File: config.mk
export PLATFORM = sky130hd
export DESIGN_NAME = seg_scan_driver
export DESIGN_NICKNAME = d
export VERILOG_FILES = /design/src/rtl/seg_pkg.sv /design/src/rtl/hex_to_seg7.sv /design/src/rtl/seg_scan_driver.sv
export SDC_FILE = /design/constraint.sdc
export NUM_CORES = 1
export LEC_CHECK = 0
export CORE_MARGIN = 10
export CORE_UTILIZATION = 60
export CTS_BUF_LIST = sky130_fd_sc_hd__clkbuf_4
export DETAILED_ROUTE_END_ITERATION = 10
export PLACE_DENSITY = 0.91
export SLEW_MARGIN = 20
export SYNTH_ARGS = -nofsm -noshare
export SYNTH_HDL_FRONTEND = slang
export SYNTH_SLANG_ARGS = --single-unit
export TNS_END_PERCENT = 1
File: constraint.sdc
create_clock -name clk -period 7.4 [get_ports clk]
set_clock_uncertainty 0.1 [all_clocks]
set_input_delay 1.11 -clock clk [delete_from_list [all_inputs] [get_ports clk]]
set_output_delay 1.11 -clock clk [all_outputs]
set_load 0.005 [all_outputs]
File: src/rtl/seg_pkg.sv
// Shared constants for the 7-segment display path: blank pattern, hex font, raw glyphs.
package seg_pkg;

  // Active-low "all segments off" pattern (gfedcba)
  localparam logic [6:0] SEG_OFF = 7'h7F;

  // Hex font, active-high gfedcba, entry n is the glyph for nibble n
  localparam logic [15:0][6:0] HEX_FONT = {
    7'h71, 7'h79, 7'h5E, 7'h39,   // F E d C
    7'h7C, 7'h77, 7'h6F, 7'h7F,   // b A 9 8
    7'h07, 7'h7D, 7'h6D, 7'h66,   // 7 6 5 4
    7'h4F, 7'h5B, 7'h06, 7'h3F    // 3 2 1 0
  };

  // Raw glyphs the game blocks send with raw_mask set (bit7 unused)
  localparam logic [7:0] GLYPH_H    = 8'h76;
  localparam logic [7:0] GLYPH_E    = 8'h79;
  localparam logic [7:0] GLYPH_DASH = 8'h40;

endpackage

File: src/rtl/hex_to_seg7.sv
// Combinational nibble to active-high gfedcba decoder.
module hex_to_seg7
  import seg_pkg::*;
(
  input  logic [3:0] i_nibble,
  output logic [6:0] o_seg_c
);

  // Font lookup
  assign o_seg_c = HEX_FONT[i_nibble];

endmodule

File: src/rtl/seg_scan_driver.sv
// Time-multiplexed 4-digit common-anode 7-segment scanner with dead-time,
// frame-coherent input snapshot, per-digit blanking and blinking.
module seg_scan_driver
  import seg_pkg::*;
#(
  parameter int unsigned SCAN_DIV     = 100000,
  parameter int unsigned DEAD_CYCLES  = 1000,
  parameter int unsigned BLINK_FRAMES = 125
) (
  input  logic       clk,
  input  logic       reset_n,
  input  logic [7:0] digit0,
  input  logic [7:0] digit1,
  input  logic [7:0] digit2,
  input  logic [7:0] digit3,
  input  logic [3:0] raw_mask,
  input  logic [3:0] dp_in,
  input  logic [3:0] blank,
  input  logic [3:0] blink,
  output logic [6:0] seg,
  output logic       dp,
  output logic [3:0] an,
  output logic       frame_start
);

  localparam int unsigned CNT_W = (SCAN_DIV > 1) ? $clog2(SCAN_DIV) : 1;
  localparam int unsigned BLK_W = (BLINK_FRAMES > 1) ? $clog2(BLINK_FRAMES) : 1;

  // Parameter sanity: the anode gap must leave room for an active part
  if (DEAD_CYCLES >= SCAN_DIV) begin : g_bad_dead
    $error("seg_scan_driver: DEAD_CYCLES must be less than SCAN_DIV");
  end
  if (BLINK_FRAMES < 1) begin : g_bad_blink
    $error("seg_scan_driver: BLINK_FRAMES must be at least 1");
  end

  logic [CNT_W-1:0] r_cnt;
  logic [1:0]       r_idx;
  logic [BLK_W-1:0] r_blink_cnt;
  logic             r_phase_off;

  logic [3:0][6:0]  r_digits;
  logic [3:0]       r_raw;
  logic [3:0]       r_dp_req;
  logic [3:0]       r_blank;
  logic [3:0]       r_blink;
  logic             r_off_snap;

  logic [6:0]       r_seg;
  logic             r_dp;
  logic [3:0]       r_an;
  logic             r_frame_start;

  logic             w_snap;
  logic             w_dead;
  logic [3:0][6:0]  w_digits;
  logic [3:0]       w_raw;
  logic [3:0]       w_dp_req;
  logic [3:0]       w_blank;
  logic [3:0]       w_blink;
  logic             w_off;
  logic [6:0]       w_sel;
  logic [6:0]       w_hex;
  logic [6:0]       w_pattern;
  logic             w_dark;
  logic             w_unused_msb;

  // Bit7 of each digit byte carries no meaning in either display mode
  assign w_unused_msb = ^{digit3[7], digit2[7], digit1[7], digit0[7]};

  assign w_snap = (r_cnt == '0) && (r_idx == 2'd0);
  assign w_dead = (r_cnt < CNT_W'(DEAD_CYCLES));

  // In the snapshot cycle itself, use the values being captured so the
  // whole frame (including a zero-dead-time first slot) stays coherent
  assign w_digits = w_snap ? {digit3[6:0], digit2[6:0], digit1[6:0], digit0[6:0]} : r_digits;
  assign w_raw    = w_snap ? raw_mask    : r_raw;
  assign w_dp_req = w_snap ? dp_in       : r_dp_req;
  assign w_blank  = w_snap ? blank       : r_blank;
  assign w_blink  = w_snap ? blink       : r_blink;
  assign w_off    = w_snap ? r_phase_off : r_off_snap;

  assign w_sel     = w_digits[r_idx];
  assign w_pattern = w_raw[r_idx] ? w_sel : w_hex;
  assign w_dark    = w_blank[r_idx] | (w_blink[r_idx] & w_off);

  hex_to_seg7 u_font (
    .i_nibble (w_sel[3:0]),
    .o_seg_c  (w_hex)
  );

  // Slot counter and digit index
  always_ff @(posedge clk or negedge reset_n) begin
    if (!reset_n) begin
      r_cnt <= '0;
      r_idx <= 2'd0;
    end else if (r_cnt == CNT_W'(SCAN_DIV - 1)) begin
      r_cnt <= '0;
      r_idx <= r_idx + 2'd1;
    end else begin
      r_cnt <= r_cnt + CNT_W'(1);
    end
  end

  // Frame snapshot of all display inputs plus the blink phase for this frame
  always_ff @(posedge clk or negedge reset_n) begin
    if (!reset_n) begin
      r_digits   <= '0;
      r_raw      <= '0;
      r_dp_req   <= '0;
      r_blank    <= '0;
      r_blink    <= '0;
      r_off_snap <= 1'b0;
    end else if (w_snap) begin
      r_digits   <= w_digits;
      r_raw      <= raw_mask;
      r_dp_req   <= dp_in;
      r_blank    <= blank;
      r_blink    <= blink;
      r_off_snap <= r_phase_off;
    end
  end

  // Blink frame counter and phase toggle
  always_ff @(posedge clk or negedge reset_n) begin
    if (!reset_n) begin
      r_blink_cnt <= '0;
      r_phase_off <= 1'b0;
    end else if (w_snap) begin
      if (r_blink_cnt == BLK_W'(BLINK_FRAMES - 1)) begin
        r_blink_cnt <= '0;
        r_phase_off <= ~r_phase_off;
      end else begin
        r_blink_cnt <= r_blink_cnt + BLK_W'(1);
      end
    end
  end

  // Registered display outputs; anode stays driven on dark digits to keep timing
  always_ff @(posedge clk or negedge reset_n) begin
    if (!reset_n) begin
      r_an          <= 4'hF;
      r_seg         <= SEG_OFF;
      r_dp          <= 1'b1;
      r_frame_start <= 1'b0;
    end else begin
      r_frame_start <= w_snap;
      if (w_dead) begin
        r_an  <= 4'hF;
        r_seg <= SEG_OFF;
        r_dp  <= 1'b1;
      end else begin
        r_an  <= ~(4'b0001 << r_idx);
        r_seg <= w_dark ? SEG_OFF : ~w_pattern;
        r_dp  <= w_dark ? 1'b1 : ~w_dp_req[r_idx];
      end
    end
  end

  assign seg         = r_seg;
  assign dp          = r_dp;
  assign an          = r_an;
  assign frame_start = r_frame_start;

endmodule

==> reports/qor.yml <==
worst_skew_pair.late_latency_ps: 430
dieArea_um2: 10600
post-dp-hpwl_mm: 6.293
diodes: 0
synth.yosys.warnings: 0
placedCellCount: 503
htreeDepth: 3
finalSetupTns_ps: 0
setup_viol: 0
routabilityCongestion: 0.9130
wl_met1_mm: 3.488
rsz0062_at_grt: "false"
layout_commonest_cell: "nand2_1"
tightest_slew_ps: 850.1
wire_per_inst_um: 17.07
grt_max_degree: 86
critPathLaunchType: "flip-flop"
final_cell_area_um2: 4951
critical_path_class: "flip-flop to flip-flop"
die_y_um: 102.9
overflow: 0
vias: 2984
period_needed_ps: 4669
cts_resized: 0
grt_pass1_vias: 3065
ys_types: 51
met3WireLength_um: 570
portBuffers: 58
rows: 30
hold_violations: 0
top_layer_used: "met4"
core_um2: 6756
syn-num-nets: 440
cp-startpoint: "r_cnt[14]$_DFF_PN0_"
crit_path_max_fanout: 37
power_density_nw_per_um2: 184.0
layout.cells.non_filler: 519
cts_buffer_depth: 2
syn-cell-area_um2: 4128
cp_slowest_cell: "nor3_4"
r2r-start: "r_cnt[14]$_DFF_PN0_"
cts_root_buf: "clkbuf_4"
place_worst_setup_slack_ps: 2730
timing.fmax_mhz: 214.2
cpPeakStageDelay_ps: 710
cts_setup_buffers: 0
dr.pass1.iters: 4
drt_iter0_markers: 160
max_slew_margin: 0.4314
r2r_slack_ps: 2730
peakVddDrop_uv: 80.44
outcome: "finished clean"
drive_gt1_frac: 0.1686
maxCapViolCount: 0
maxSlewViolCount: 0
drc: 0
clkSinkCount: 85
cts_hold_buf: 0
dpl_cell_area_um2: 4742
p_leak_uw: 0.002188
cts_tree: "done"
yosys_register_bits: 85
synth_cells: 376
wl_mm: 8.860
layout_common_cells: "92 x nand2_1, 73 x dfrtp_1, 57 x clkdlybuf4s50_1, 29 x mux2_2, 20 x nor2_1"
track_usage: 0.1776
timing.final.ws_setup_ps: 2731
final_util: 0.7328
path_cells: "or4_1, or4_4, nor3_4, buf_4, mux4_1, mux2i_1, mux2i_1, o21ai_0, a211o_1"
die_w_um: 102.9
end_kind: "flip-flop"
hold_class: "flip-flop to flip-flop"
synth_area_per_cell_um2: 10.98
area_growth_pct: 19.95
fin_nets: 498
min_period_over_period: 0.6310
rr_endpoint: "seg[4]$_DFF_PN1_"
required_ps: 7680
antenna_found_initial: 0
rr_worst_depth: 9
arrival_ps: 4950
num_io_pins: 63
grt_pass1_wl_mm: 14.74
crit_top_cell: "mux2i_1"
cts_inserted_buffers: 9
yosysSeqAreaShare: 0.5189
met2_length_mm: 4.603
viasPerCell: 5.750
ant_nets: 0
start_util: 0.6109
path_clk_slew_ps: 130
crit_end: "seg[4]$_DFF_PN1_"
## stage by stage
stage / power [uW] / hold WS, ps
5_1_grt: 945.8 / 404.3
3_5_place_dp: 560.3 / 352.1
6_report: 911.1 / 376.7
3_3_place_gp: 556.2 / 341.2
2_1_floorplan: 518.8 / 329.3
4_1_cts: 916.8 / 381.1
## synthesized netlist by cell type (all sizes together)
| cell | number | area, um2 |
|---|---|---|
| nor2b | 1 | 6.260 |
| clkbuf | 6 | 22.52 |
| mux4 | 9 | 210.2 |
| o211ai | 2 | 15.01 |
| xnor2 | 9 | 78.83 |
| o41ai | 1 | 8.760 |
| o311ai | 1 | 8.760 |
| mux2i | 4 | 40.04 |
| or3 | 2 | 12.51 |
| and3 | 2 | 12.51 |
| nand2b | 1 | 6.260 |
| and2 | 2 | 12.51 |
| xor2 | 11 | 96.34 |
| nand2 | 92 | 345.3 |
| a31oi | 1 | 6.260 |
| ha | 14 | 175.2 |
| o31ai | 1 | 7.510 |
| and4 | 2 | 17.52 |
| a22oi | 1 | 7.510 |
| a211oi | 5 | 37.54 |
| dfrtp | 73 | 1827 |
| a21boi | 1 | 7.510 |
| o2111ai | 1 | 8.760 |
| a21oi | 11 | 55.05 |
| dfstp | 12 | 315.3 |
| o21a | 1 | 7.510 |
| o21ai | 10 | 50.04 |
| a222oi | 1 | 10.01 |
| buf | 7 | 56.30 |
| nand4 | 8 | 56.30 |
| a211o | 2 | 17.52 |
| nor2 | 21 | 81.33 |
| inv | 13 | 48.80 |
| or2 | 1 | 6.260 |
| nor4 | 1 | 6.260 |
| or4 | 2 | 18.77 |
| nand3 | 8 | 40.04 |
| nor3 | 5 | 41.29 |
| o221ai | 1 | 8.760 |
| mux2 | 30 | 337.8 |
## how the worst min path moves through the flow
| stage | startpoint | to | slack, ps | cells after the start |
|---|---|---|---|---|
| after detailed placement | r_dp_req[2]$_DFF_PN0_ | r_dp_req[2]$_DFF_PN0_ | 350 | 2 |
| after global placement | r_digits[24]$_DFFE_PN0N_ | r_digits[24]$_DFFE_PN0N_ | 340 | 2 |
| after global routing | r_digits[4]$_DFFE_PN0N_ | r_digits[4]$_DFFE_PN0N_ | 400 | 2 |
| after floorplan | r_digits[11]$_DFFE_PN0N_ | r_digits[11]$_DFFE_PN0N_ | 330 | 2 |
| after CTS | r_digits[4]$_DFFE_PN0N_ | r_digits[4]$_DFFE_PN0N_ | 380 | 2 |
| final | r_digits[4]$_DFFE_PN0N_ | r_digits[4]$_DFFE_PN0N_ | 380 | 2 |
## per-layer routing
| layer | up-vias | track usage |
|---|---|---|
| met3 | 16 | 0.05094 |
| met1 | 1462 | 0.2046 |
| met5 | - | 0 |
| met4 | 0 | 0.06524 |
| li1 | 1421 | - |
| met2 | 85 | 0.3067 |
## critical path: cells and delay by family, from the launching register on
| kind | cells | cell delay (ps) |
|---|---|---|
| AO/OA/AOI/OAI | 2 | 360 |
| buffers and inverters | 1 | 500 |
| flip-flops | 1 | 440 |
| multiplexers | 3 | 1450 |
| AND/OR/NAND/NOR | 3 | 1750 |
## power breakdown
part | switching [uW] | internal [uW]
logic | 32.5 | 38.6
registers | 4.16 | 477
clock network | 155 | 204
total | 192 | 719
## flip-flops by register name, summed over array words and instances, names as in the netlist, 7 cells and up
name	flops
r_blink_cnt	7
seg	7
r_digits	28
r_cnt	17
## final cells by class
cell class,instances,area (um2)
Sequential cell,85,2142
Multi-Input combinational cell,265,1858
Fill cell,417,1805
Timing Repair Buffer,60,596.8
Clock inverter,7,137.6
Tap cell,80,100.1
Clock buffer,9,67.56
Inverter,13,48.80
## kinds of logic after synthesis
| group | Yosys count | share of synthesized area |
|---|---|---|
| and+or+nand+nor | 148 | 0.1607 |
| DFF | 85 | 0.5189 |
| adders and majority gates | 14 | 0.04244 |
| buffers and inverters | 26 | 0.03092 |
| muxes | 43 | 0.1425 |
| AOI/OAI and AO/OA | 40 | 0.06214 |
| xor gates and xnor gates | 20 | 0.04244 |
Note: power is estimated with default switching activity, not from simulation.
